### config.mk
export PLATFORM = sky130hd
export DESIGN_NAME = mem_access_ctrl_flat
export DESIGN_NICKNAME = d
export VERILOG_FILES = /design/src/rtl/mem_access_ctrl_if.sv /design/src/rtl/mem_access_ctrl.sv /design/src/flat_wrapper.sv
export SDC_FILE = /design/constraint.sdc
export NUM_CORES = 1
export LEC_CHECK = 0
export CORE_MARGIN = 8
export CORE_UTILIZATION = 49
export DETAILED_ROUTE_END_ITERATION = 6
export GPL_TIMING_DRIVEN = 1
export PLACE_DENSITY = 0.91
export SLEW_MARGIN = 25
export SYNTH_ARGS = -nofsm -noshare
export SYNTH_HDL_FRONTEND = slang
export SYNTH_SLANG_ARGS = --single-unit
### constraint.sdc
create_clock -name clock -period 4.36 [get_ports clock]
set_clock_uncertainty 0.05 [all_clocks]
set_input_delay 0.436 -clock clock [delete_from_list [all_inputs] [get_ports clock]]
set_output_delay 0.436 -clock clock [all_outputs]
set_load 0.05 [all_outputs]
### src/rtl/mem_access_ctrl_if.sv
// ---------------------------------------------------------------------------
// mem_access_ctrl_if
//
// Data-memory port bundle between the load/store access controller and the
// data memory. Carries one request channel (valid/ready) and one response
// channel (valid only, the memory never stalls a response).
//
// Signals:
//   mem_req_valid   controller -> memory  request is valid
//   mem_req_ready   memory -> controller  request accepted this cycle
//   mem_req_addr    controller -> memory  word-aligned address
//   mem_req_we      controller -> memory  1 = write, 0 = read
//   mem_req_wstrb   controller -> memory  byte strobes (0 for reads)
//   mem_req_wdata   controller -> memory  lane-replicated write data
//   mem_resp_valid  memory -> controller  load data or store ack
//   mem_resp_rdata  memory -> controller  load data word
//
// Modports:
//   master  the access controller
//   slave   the data memory
// ---------------------------------------------------------------------------
interface mem_access_ctrl_if #(
    parameter int XLEN = 32
);
    logic            mem_req_valid;
    logic            mem_req_ready;
    logic [XLEN-1:0] mem_req_addr;
    logic            mem_req_we;
    logic [3:0]      mem_req_wstrb;
    logic [XLEN-1:0] mem_req_wdata;
    logic            mem_resp_valid;
    logic [XLEN-1:0] mem_resp_rdata;

    modport master (
        output mem_req_valid,
        output mem_req_addr,
        output mem_req_we,
        output mem_req_wstrb,
        output mem_req_wdata,
        input  mem_req_ready,
        input  mem_resp_valid,
        input  mem_resp_rdata
    );

    modport slave (
        input  mem_req_valid,
        input  mem_req_addr,
        input  mem_req_we,
        input  mem_req_wstrb,
        input  mem_req_wdata,
        output mem_req_ready,
        output mem_resp_valid,
        output mem_resp_rdata
    );
endinterface

### src/rtl/mem_access_ctrl.sv
// ---------------------------------------------------------------------------
// mem_access_ctrl
//
// Single-outstanding load/store access controller sitting between the memory
// issue queue and the data-memory port. Accepts one issued memory uop,
// computes the effective address, checks alignment, formats store lanes,
// runs the request/response handshake, and returns either a sign/zero
// extended load writeback or a store completion pulse. A pipeline flush
// discards whatever is in flight.
//
// Ports:
//   clock, reset          single clock, synchronous active-high reset
//   clear_en              pipeline flush
//   issue_*               issued memory uop and its operands
//   ex_busy               back-pressure to the issue queue
//   mem (master)          data-memory request/response bundle
//   wb_valid/wb_rd_index/wb_data   registered one-cycle load writeback
//   st_done               registered one-cycle store completion
//   misalign_fault/fault_addr      registered one-cycle alignment fault
// ---------------------------------------------------------------------------
module mem_access_ctrl #(
    parameter int XLEN      = 32,
    parameter int PRF_IDX_W = 7
) (
    input  logic                 clock,
    input  logic                 reset,
    input  logic                 clear_en,

    input  logic                 issue_valid,
    input  logic                 issue_is_store,
    input  logic [1:0]           issue_size,
    input  logic                 issue_unsigned,
    input  logic [XLEN-1:0]      issue_rs1_data,
    input  logic [XLEN-1:0]      issue_rs2_data,
    input  logic [XLEN-1:0]      issue_imm,
    input  logic [PRF_IDX_W-1:0] issue_rd_index,

    output logic                 ex_busy,

    mem_access_ctrl_if.master    mem,

    output logic                 wb_valid,
    output logic [PRF_IDX_W-1:0] wb_rd_index,
    output logic [XLEN-1:0]      wb_data,
    output logic                 st_done,
    output logic                 misalign_fault,
    output logic [XLEN-1:0]      fault_addr
);

    typedef enum logic [1:0] {
        IDLE  = 2'd0,
        REQ   = 2'd1,
        WAIT  = 2'd2,
        DRAIN = 2'd3
    } state_t;

    localparam logic [1:0] SIZE_BYTE = 2'd0;
    localparam logic [1:0] SIZE_HALF = 2'd1;
    localparam logic [1:0] SIZE_WORD = 2'd2;

    state_t state;
    state_t state_next;

    // Latched uop attributes
    logic                 is_store_q;
    logic [1:0]           size_q;
    logic                 unsigned_q;
    logic [1:0]           offset_q;
    logic [PRF_IDX_W-1:0] rd_q;

    // Request registers (the memory port is driven only from these)
    logic                 req_valid_q;
    logic [XLEN-1:0]      req_addr_q;
    logic                 req_we_q;
    logic [3:0]           req_wstrb_q;
    logic [XLEN-1:0]      req_wdata_q;

    // Result registers
    logic                 wb_valid_q;
    logic [PRF_IDX_W-1:0] wb_rd_q;
    logic [XLEN-1:0]      wb_data_q;
    logic                 st_done_q;
    logic                 fault_q;
    logic [XLEN-1:0]      fault_addr_q;

    // Issue-side combinational values
    logic [XLEN-1:0]      ea;
    logic                 ea_misaligned;
    logic [3:0]           fmt_wstrb;
    logic [XLEN-1:0]      fmt_wdata;

    // Response-side combinational values
    logic [7:0]           load_byte;
    logic [15:0]          load_half;
    logic [XLEN-1:0]      load_ext;

    // FSM control strobes
    logic                 accept;
    logic                 raise_fault;
    logic                 complete;

    // Effective address wraps modulo 2^XLEN; the carry is simply dropped.
    assign ea = issue_rs1_data + issue_imm;

    always_comb begin
        ea_misaligned = 1'b0;
        case (issue_size)
            SIZE_BYTE: ea_misaligned = 1'b0;
            SIZE_HALF: ea_misaligned = ea[0];
            SIZE_WORD: ea_misaligned = (ea[1:0] != 2'b00);
            default:   ea_misaligned = 1'b1;
        endcase
    end

    // Store lane formatting: data is replicated across all lanes so the
    // strobes alone pick which bytes the memory actually writes.
    always_comb begin
        fmt_wstrb = 4'b0000;
        fmt_wdata = issue_rs2_data;
        if (issue_is_store) begin
            case (issue_size)
                SIZE_BYTE: begin
                    fmt_wstrb = 4'b0001 << ea[1:0];
                    fmt_wdata = {4{issue_rs2_data[7:0]}};
                end
                SIZE_HALF: begin
                    fmt_wstrb = 4'b0011 << ea[1:0];
                    fmt_wdata = {2{issue_rs2_data[15:0]}};
                end
                default: begin
                    fmt_wstrb = 4'b1111;
                    fmt_wdata = issue_rs2_data;
                end
            endcase
        end
    end

    // Load lane extraction and sign/zero extension
    always_comb begin
        load_byte = 8'h00;
        case (offset_q)
            2'd0: load_byte = mem.mem_resp_rdata[7:0];
            2'd1: load_byte = mem.mem_resp_rdata[15:8];
            2'd2: load_byte = mem.mem_resp_rdata[23:16];
            default: load_byte = mem.mem_resp_rdata[31:24];
        endcase
        load_half = offset_q[1] ? mem.mem_resp_rdata[31:16] : mem.mem_resp_rdata[15:0];
        case (size_q)
            SIZE_BYTE: load_ext = {{(XLEN-8){load_byte[7] & ~unsigned_q}}, load_byte};
            SIZE_HALF: load_ext = {{(XLEN-16){load_half[15] & ~unsigned_q}}, load_half};
            default:   load_ext = mem.mem_resp_rdata;
        endcase
    end

    // Next-state and control strobes. clear_en is checked first in every
    // state so a flush always beats accept, fault, and completion.
    always_comb begin
        state_next  = state;
        accept      = 1'b0;
        raise_fault = 1'b0;
        complete    = 1'b0;
        case (state)
            IDLE: begin
                if (issue_valid && !clear_en) begin
                    if (ea_misaligned) begin
                        raise_fault = 1'b1;
                    end else begin
                        accept     = 1'b1;
                        state_next = REQ;
                    end
                end
            end
            REQ: begin
                if (clear_en) begin
                    // Accepted requests still owe a response, so drain it.
                    state_next = mem.mem_req_ready ? DRAIN : IDLE;
                end else if (mem.mem_req_ready) begin
                    state_next = WAIT;
                end
            end
            WAIT: begin
                if (clear_en) begin
                    state_next = mem.mem_resp_valid ? IDLE : DRAIN;
                end else if (mem.mem_resp_valid) begin
                    complete   = 1'b1;
                    state_next = IDLE;
                end
            end
            DRAIN: begin
                if (mem.mem_resp_valid) begin
                    state_next = IDLE;
                end
            end
            default: state_next = IDLE;
        endcase
    end

    // State register
    always_ff @(posedge clock) begin
        if (reset) begin
            state <= IDLE;
        end else begin
            state <= state_next;
        end
    end

    // Uop latch and request registers. The request fields are loaded once on
    // accept and then held untouched while waiting for ready.
    always_ff @(posedge clock) begin
        if (reset) begin
            is_store_q  <= 1'b0;
            size_q      <= 2'd0;
            unsigned_q  <= 1'b0;
            offset_q    <= 2'd0;
            rd_q        <= '0;
            req_valid_q <= 1'b0;
            req_addr_q  <= '0;
            req_we_q    <= 1'b0;
            req_wstrb_q <= 4'b0000;
            req_wdata_q <= '0;
        end else begin
            req_valid_q <= (state_next == REQ);
            if (accept) begin
                is_store_q  <= issue_is_store;
                size_q      <= issue_size;
                unsigned_q  <= issue_unsigned;
                offset_q    <= ea[1:0];
                rd_q        <= issue_rd_index;
                req_addr_q  <= {ea[XLEN-1:2], 2'b00};
                req_we_q    <= issue_is_store;
                req_wstrb_q <= fmt_wstrb;
                req_wdata_q <= fmt_wdata;
            end
        end
    end

    // Result pulses; the data/index/address fields hold between pulses.
    always_ff @(posedge clock) begin
        if (reset) begin
            wb_valid_q   <= 1'b0;
            wb_rd_q      <= '0;
            wb_data_q    <= '0;
            st_done_q    <= 1'b0;
            fault_q      <= 1'b0;
            fault_addr_q <= '0;
        end else begin
            wb_valid_q <= complete && !is_store_q;
            st_done_q  <= complete && is_store_q;
            fault_q    <= raise_fault;
            if (complete && !is_store_q) begin
                wb_rd_q   <= rd_q;
                wb_data_q <= load_ext;
            end
            if (raise_fault) begin
                fault_addr_q <= ea;
            end
        end
    end

    assign ex_busy            = (state != IDLE);

    assign mem.mem_req_valid  = req_valid_q;
    assign mem.mem_req_addr   = req_addr_q;
    assign mem.mem_req_we     = req_we_q;
    assign mem.mem_req_wstrb  = req_wstrb_q;
    assign mem.mem_req_wdata  = req_wdata_q;

    assign wb_valid           = wb_valid_q;
    assign wb_rd_index        = wb_rd_q;
    assign wb_data            = wb_data_q;
    assign st_done            = st_done_q;
    assign misalign_fault     = fault_q;
    assign fault_addr         = fault_addr_q;

endmodule

### src/flat_wrapper.sv
// flat-port wrapper written by rule: the top's interface ports become plain ports
module mem_access_ctrl_flat 
#(
    parameter int XLEN      = 32,
    parameter int PRF_IDX_W = 7
)
  (clock, reset, clear_en, issue_valid, issue_is_store, issue_size, issue_unsigned, issue_rs1_data, issue_rs2_data, issue_imm, issue_rd_index, ex_busy, wb_valid, wb_rd_index, wb_data, st_done, misalign_fault, fault_addr, mem_mem_req_valid, mem_mem_req_addr, mem_mem_req_we, mem_mem_req_wstrb, mem_mem_req_wdata, mem_mem_req_ready, mem_mem_resp_valid, mem_mem_resp_rdata);
  mem_access_ctrl_if #(.XLEN(XLEN)) mem_i ();
  input  logic clock;
  input  logic reset;
  input  logic clear_en;
  input  logic issue_valid;
  input  logic issue_is_store;
  input  logic [1:0] issue_size;
  input  logic issue_unsigned;
  input  logic [XLEN-1:0] issue_rs1_data;
  input  logic [XLEN-1:0] issue_rs2_data;
  input  logic [XLEN-1:0] issue_imm;
  input  logic [PRF_IDX_W-1:0] issue_rd_index;
  output logic ex_busy;
  output logic wb_valid;
  output logic [PRF_IDX_W-1:0] wb_rd_index;
  output logic [XLEN-1:0] wb_data;
  output logic st_done;
  output logic misalign_fault;
  output logic [XLEN-1:0] fault_addr;
  output wire logic [$bits(mem_i.mem_req_valid)-1:0] mem_mem_req_valid;
  output wire logic [$bits(mem_i.mem_req_addr)-1:0] mem_mem_req_addr;
  output wire logic [$bits(mem_i.mem_req_we)-1:0] mem_mem_req_we;
  output wire logic [$bits(mem_i.mem_req_wstrb)-1:0] mem_mem_req_wstrb;
  output wire logic [$bits(mem_i.mem_req_wdata)-1:0] mem_mem_req_wdata;
  input wire logic [$bits(mem_i.mem_req_ready)-1:0] mem_mem_req_ready;
  input wire logic [$bits(mem_i.mem_resp_valid)-1:0] mem_mem_resp_valid;
  input wire logic [$bits(mem_i.mem_resp_rdata)-1:0] mem_mem_resp_rdata;
  assign mem_mem_req_valid = mem_i.mem_req_valid;
  assign mem_mem_req_addr = mem_i.mem_req_addr;
  assign mem_mem_req_we = mem_i.mem_req_we;
  assign mem_mem_req_wstrb = mem_i.mem_req_wstrb;
  assign mem_mem_req_wdata = mem_i.mem_req_wdata;
  assign mem_i.mem_req_ready = mem_mem_req_ready;
  assign mem_i.mem_resp_valid = mem_mem_resp_valid;
  assign mem_i.mem_resp_rdata = mem_mem_resp_rdata;
  mem_access_ctrl #(.XLEN(XLEN), .PRF_IDX_W(PRF_IDX_W)) u_core (.clock(clock), .reset(reset), .clear_en(clear_en), .issue_valid(issue_valid), .issue_is_store(issue_is_store), .issue_size(issue_size), .issue_unsigned(issue_unsigned), .issue_rs1_data(issue_rs1_data), .issue_rs2_data(issue_rs2_data), .issue_imm(issue_imm), .issue_rd_index(issue_rd_index), .ex_busy(ex_busy), .mem(mem_i), .wb_valid(wb_valid), .wb_rd_index(wb_rd_index), .wb_data(wb_data), .st_done(st_done), .misalign_fault(misalign_fault), .fault_addr(fault_addr));
endmodule
==> out/metrics.cfg <==
[run_status]
outcome=finished clean

[global_route]
first_global_vias=8609
antenna_found_initial=0
grt-ovfl-total=0
grt_first_pass_wirelength_mm=44.4
grtUsageTotal_pct=27.3
met2_usage_pct=45.8
grt_start_max_net_pins=64
use_met1_pct=30.0
grtUsageMet3_pct=8.95
busiest_layer=met2

[clock_network]
numCtsBuffers=17
clk_pin_slew_ns=0.06
root_buffer=clkbuf_16
clock_latency_ns=0.41
cts_tree=yes
postCtsResizedCells=0
clk_path_buf_depth=2
cts_sinks=156
postCtsSetupRepairBufs=0
h-tree-depth=4
ctsHoldBuffers=0

[synthesis]
synth_warnings=0
syn_area_per_cell_um2=7.64
synth-seq-cells=156
yosysSeqAreaShare_pct=39.4
synth_area_leaders=dfxtp_1 (39%), nand2_1 (10%), a21oi_1 (8.9%)
synth_flop_cell=dfxtp_1
yosysTopAreaCell=dfxtp_1
yosysMostFrequentCell=nand2_1
syn_inst=1037
synth_edf_count=0
syn_area_um2=7920
synth_commonest_cells=nand2_1 (217), dfxtp_1 (156), a21oi_1 (141)
yosys.cell_types.count=62
async_reset_ff_share_pct=0
synth_top_area_share_pct=39.4

[sta]
setup_viol=0
hold_viol_final=0
slew_viol_final=0
grt_setup_unrepaired=false
period_needed_ns=3.34
worst_pin_slew_ns=1.02
fin_crit_sh_pct=76.5
slew-limit-headroom_pct=31.7
fin_tns_setup_ns=0
fmax_mhz=300
setup_ws_ns=1.02

[worst_setup_path]
timing.rr.end=u_core.wb_data[8]
crit_fanout=18
critical_path_arrival_ns=3.62
cp-startpoint=issue_imm[0]
crit_type=in -> reg
worst_r2r_startpoint=u_core.offset_q[1]
critical_path_required_ns=4.65
crit_path_start_kind=primary input
r2r_slack_ns=1.51
endpoint=u_core.fault_addr[31]
worst_setup_path_end_kind=flip-flop
ff2ff_path_depth=7

[power]
p_sw_mw=1.21
powerDensity_nw_per_um2=349
p_leak_nw=4.14
ir_worst_vdd_mv=0.283
switching_share_pct=30.3
intPower_mw=2.80
combPwrFrac_pct=24.9
seq_power_share_pct=38.0
pwr-share-clk_pct=37.1

[placed_design]
pre_cts_slack_ns=0.643
dp_hpwl_mm=21.3
routabilityCongestion=0.993
placement.io_buffers=287

[cells_and_area]
fillCellCount=1183
drive_above_1_share_pct=4.33
fin_nets=1459
areaGrowthSynthToFinish_pct=45.4
post-route-util_pct=72.7
diodes=0

[die]
rows=46
die-area_um2=20500
die_y_um=143
core_um2=15800
die_w_um=143
num_io_pins=290
start_util_pct=50.0

[routing]
drt-initial-drc-count=684
routed_wl_mm=28.5
route.detailed.drc=0
drtPass1Iterations=5
vias=8627
wl_per_cell_um=18.9
routed_via_density=5.72
antenna_left=0

[hold_path]
hold_path.class=reg -> reg

[run]
max_cap_viol_count=0

==> cells by family (layout without fill, tap and decap cells) <==
group                      Yosys count  count (layout)  synth area share [%]
muxes                                9               9                  1.15
and+or+nand+nor                    427             427                  23.5
adders and majority gates           32              32                  5.15
DFF                                156             156                  39.4
other                                1               2                0.0474
AOI/OAI and AO/OA                  289             289                  22.9
buffers and inverters               95             350                  4.73
xor gates and xnor gates            28              28                  3.10
==> per-stage QoR <==
step                cell area [um^2]  hold slack, ns  total power [mW]  instances
detailed placement             10900           0.395              2.54       1479
CTS                            11500           0.403              4.02       1509
finish                         11500           0.402              4.01       1509
floorplan                       7920           0.382              2.15       1038
global route                   11500           0.424              4.16       1509
global placement               10900           0.388              2.52       1479
==> how the worst min path moves through the flow <==
stage	endpoint	startpoint	slack, ns	cells past startpoint
6_report	u_core.mem.mem_req_wstrb[0]	u_core.mem.mem_req_wstrb[0]	0.40	2
5_1_grt	u_core.wb_rd_index[4]	u_core.rd_q[4]	0.42	2
4_1_cts	u_core.mem.mem_req_wstrb[0]	u_core.mem.mem_req_wstrb[0]	0.40	2
3_5_place_dp	u_core.mem.mem_req_wstrb[0]	u_core.mem.mem_req_wstrb[0]	0.40	2
3_3_place_gp	u_core.wb_rd_index[6]	u_core.rd_q[6]	0.39	2
2_1_floorplan	u_core.wb_rd_index[0]	u_core.rd_q[0]	0.38	2
==> cell type report <==
cell class                 instances  area [um^2]  share of cell area [%]
clock buffer                      23          468                    4.07
clock inverter                     7          115                    1.00
timing repair buffer             301         3010                    26.2
tap                              216          270                    2.35
multi-input combinational        787         4450                    38.6
inverter                          19         71.3                   0.620
sequential                       156         3120                    27.1
==> registers in the layout (all words and copies together) (netlist names), 4 cells and up <==
name                      cells
u_core.mem.mem_req_wstrb      4
u_core.rd_q                   7
u_core.mem.mem_req_addr      30
u_core.mem.mem_req_wdata     32
u_core.wb_rd_index            7
u_core.fault_addr            32
u_core.wb_data               32
==> power by group through the flow <==
stage | combinational, mW | sequential, mW | clock (mW)
after global placement | 0.966 | 1.55 | 0
after global routing | 1.07 | 1.53 | 1.56
after detailed placement | 0.983 | 1.55 | 0
after CTS | 0.991 | 1.52 | 1.50
final | 1.00 | 1.53 | 1.49
after floorplan | 0.424 | 1.73 | 0
==> layout by cell type, fill, tap and decap left out, types with 19 or more instances in the layout <==
master	n
ha_1	31
clkdlybuf4s50_1	286
nor2b_1	19
a21oi_1	141
nand2_1	217
nor2_1	99
nor3_1	31
o21ai_0	30
dfxtp_1	156
inv_1	19
a211oi_1	37
==> metal layers <==
layer	routed length, um	share of wire (%)
met1	10500	37
met2	13800	49
met3	2860	10
met4	1300	4.6
met5	0	0
==> worst max-delay path, cell delays in order <==
cell and delay, ns:
clkdlybuf4s50_1 0.51, ha_1 0.21, inv_1 0.06, fa_1 0.56, nand2b_1 0.14, a21oi_1 0.12, nor2_1 0.30, nand2_1 0.47
or4_1 0.66, a31oi_1 0.15
Note: power is estimated with default switching activity, not from simulation.
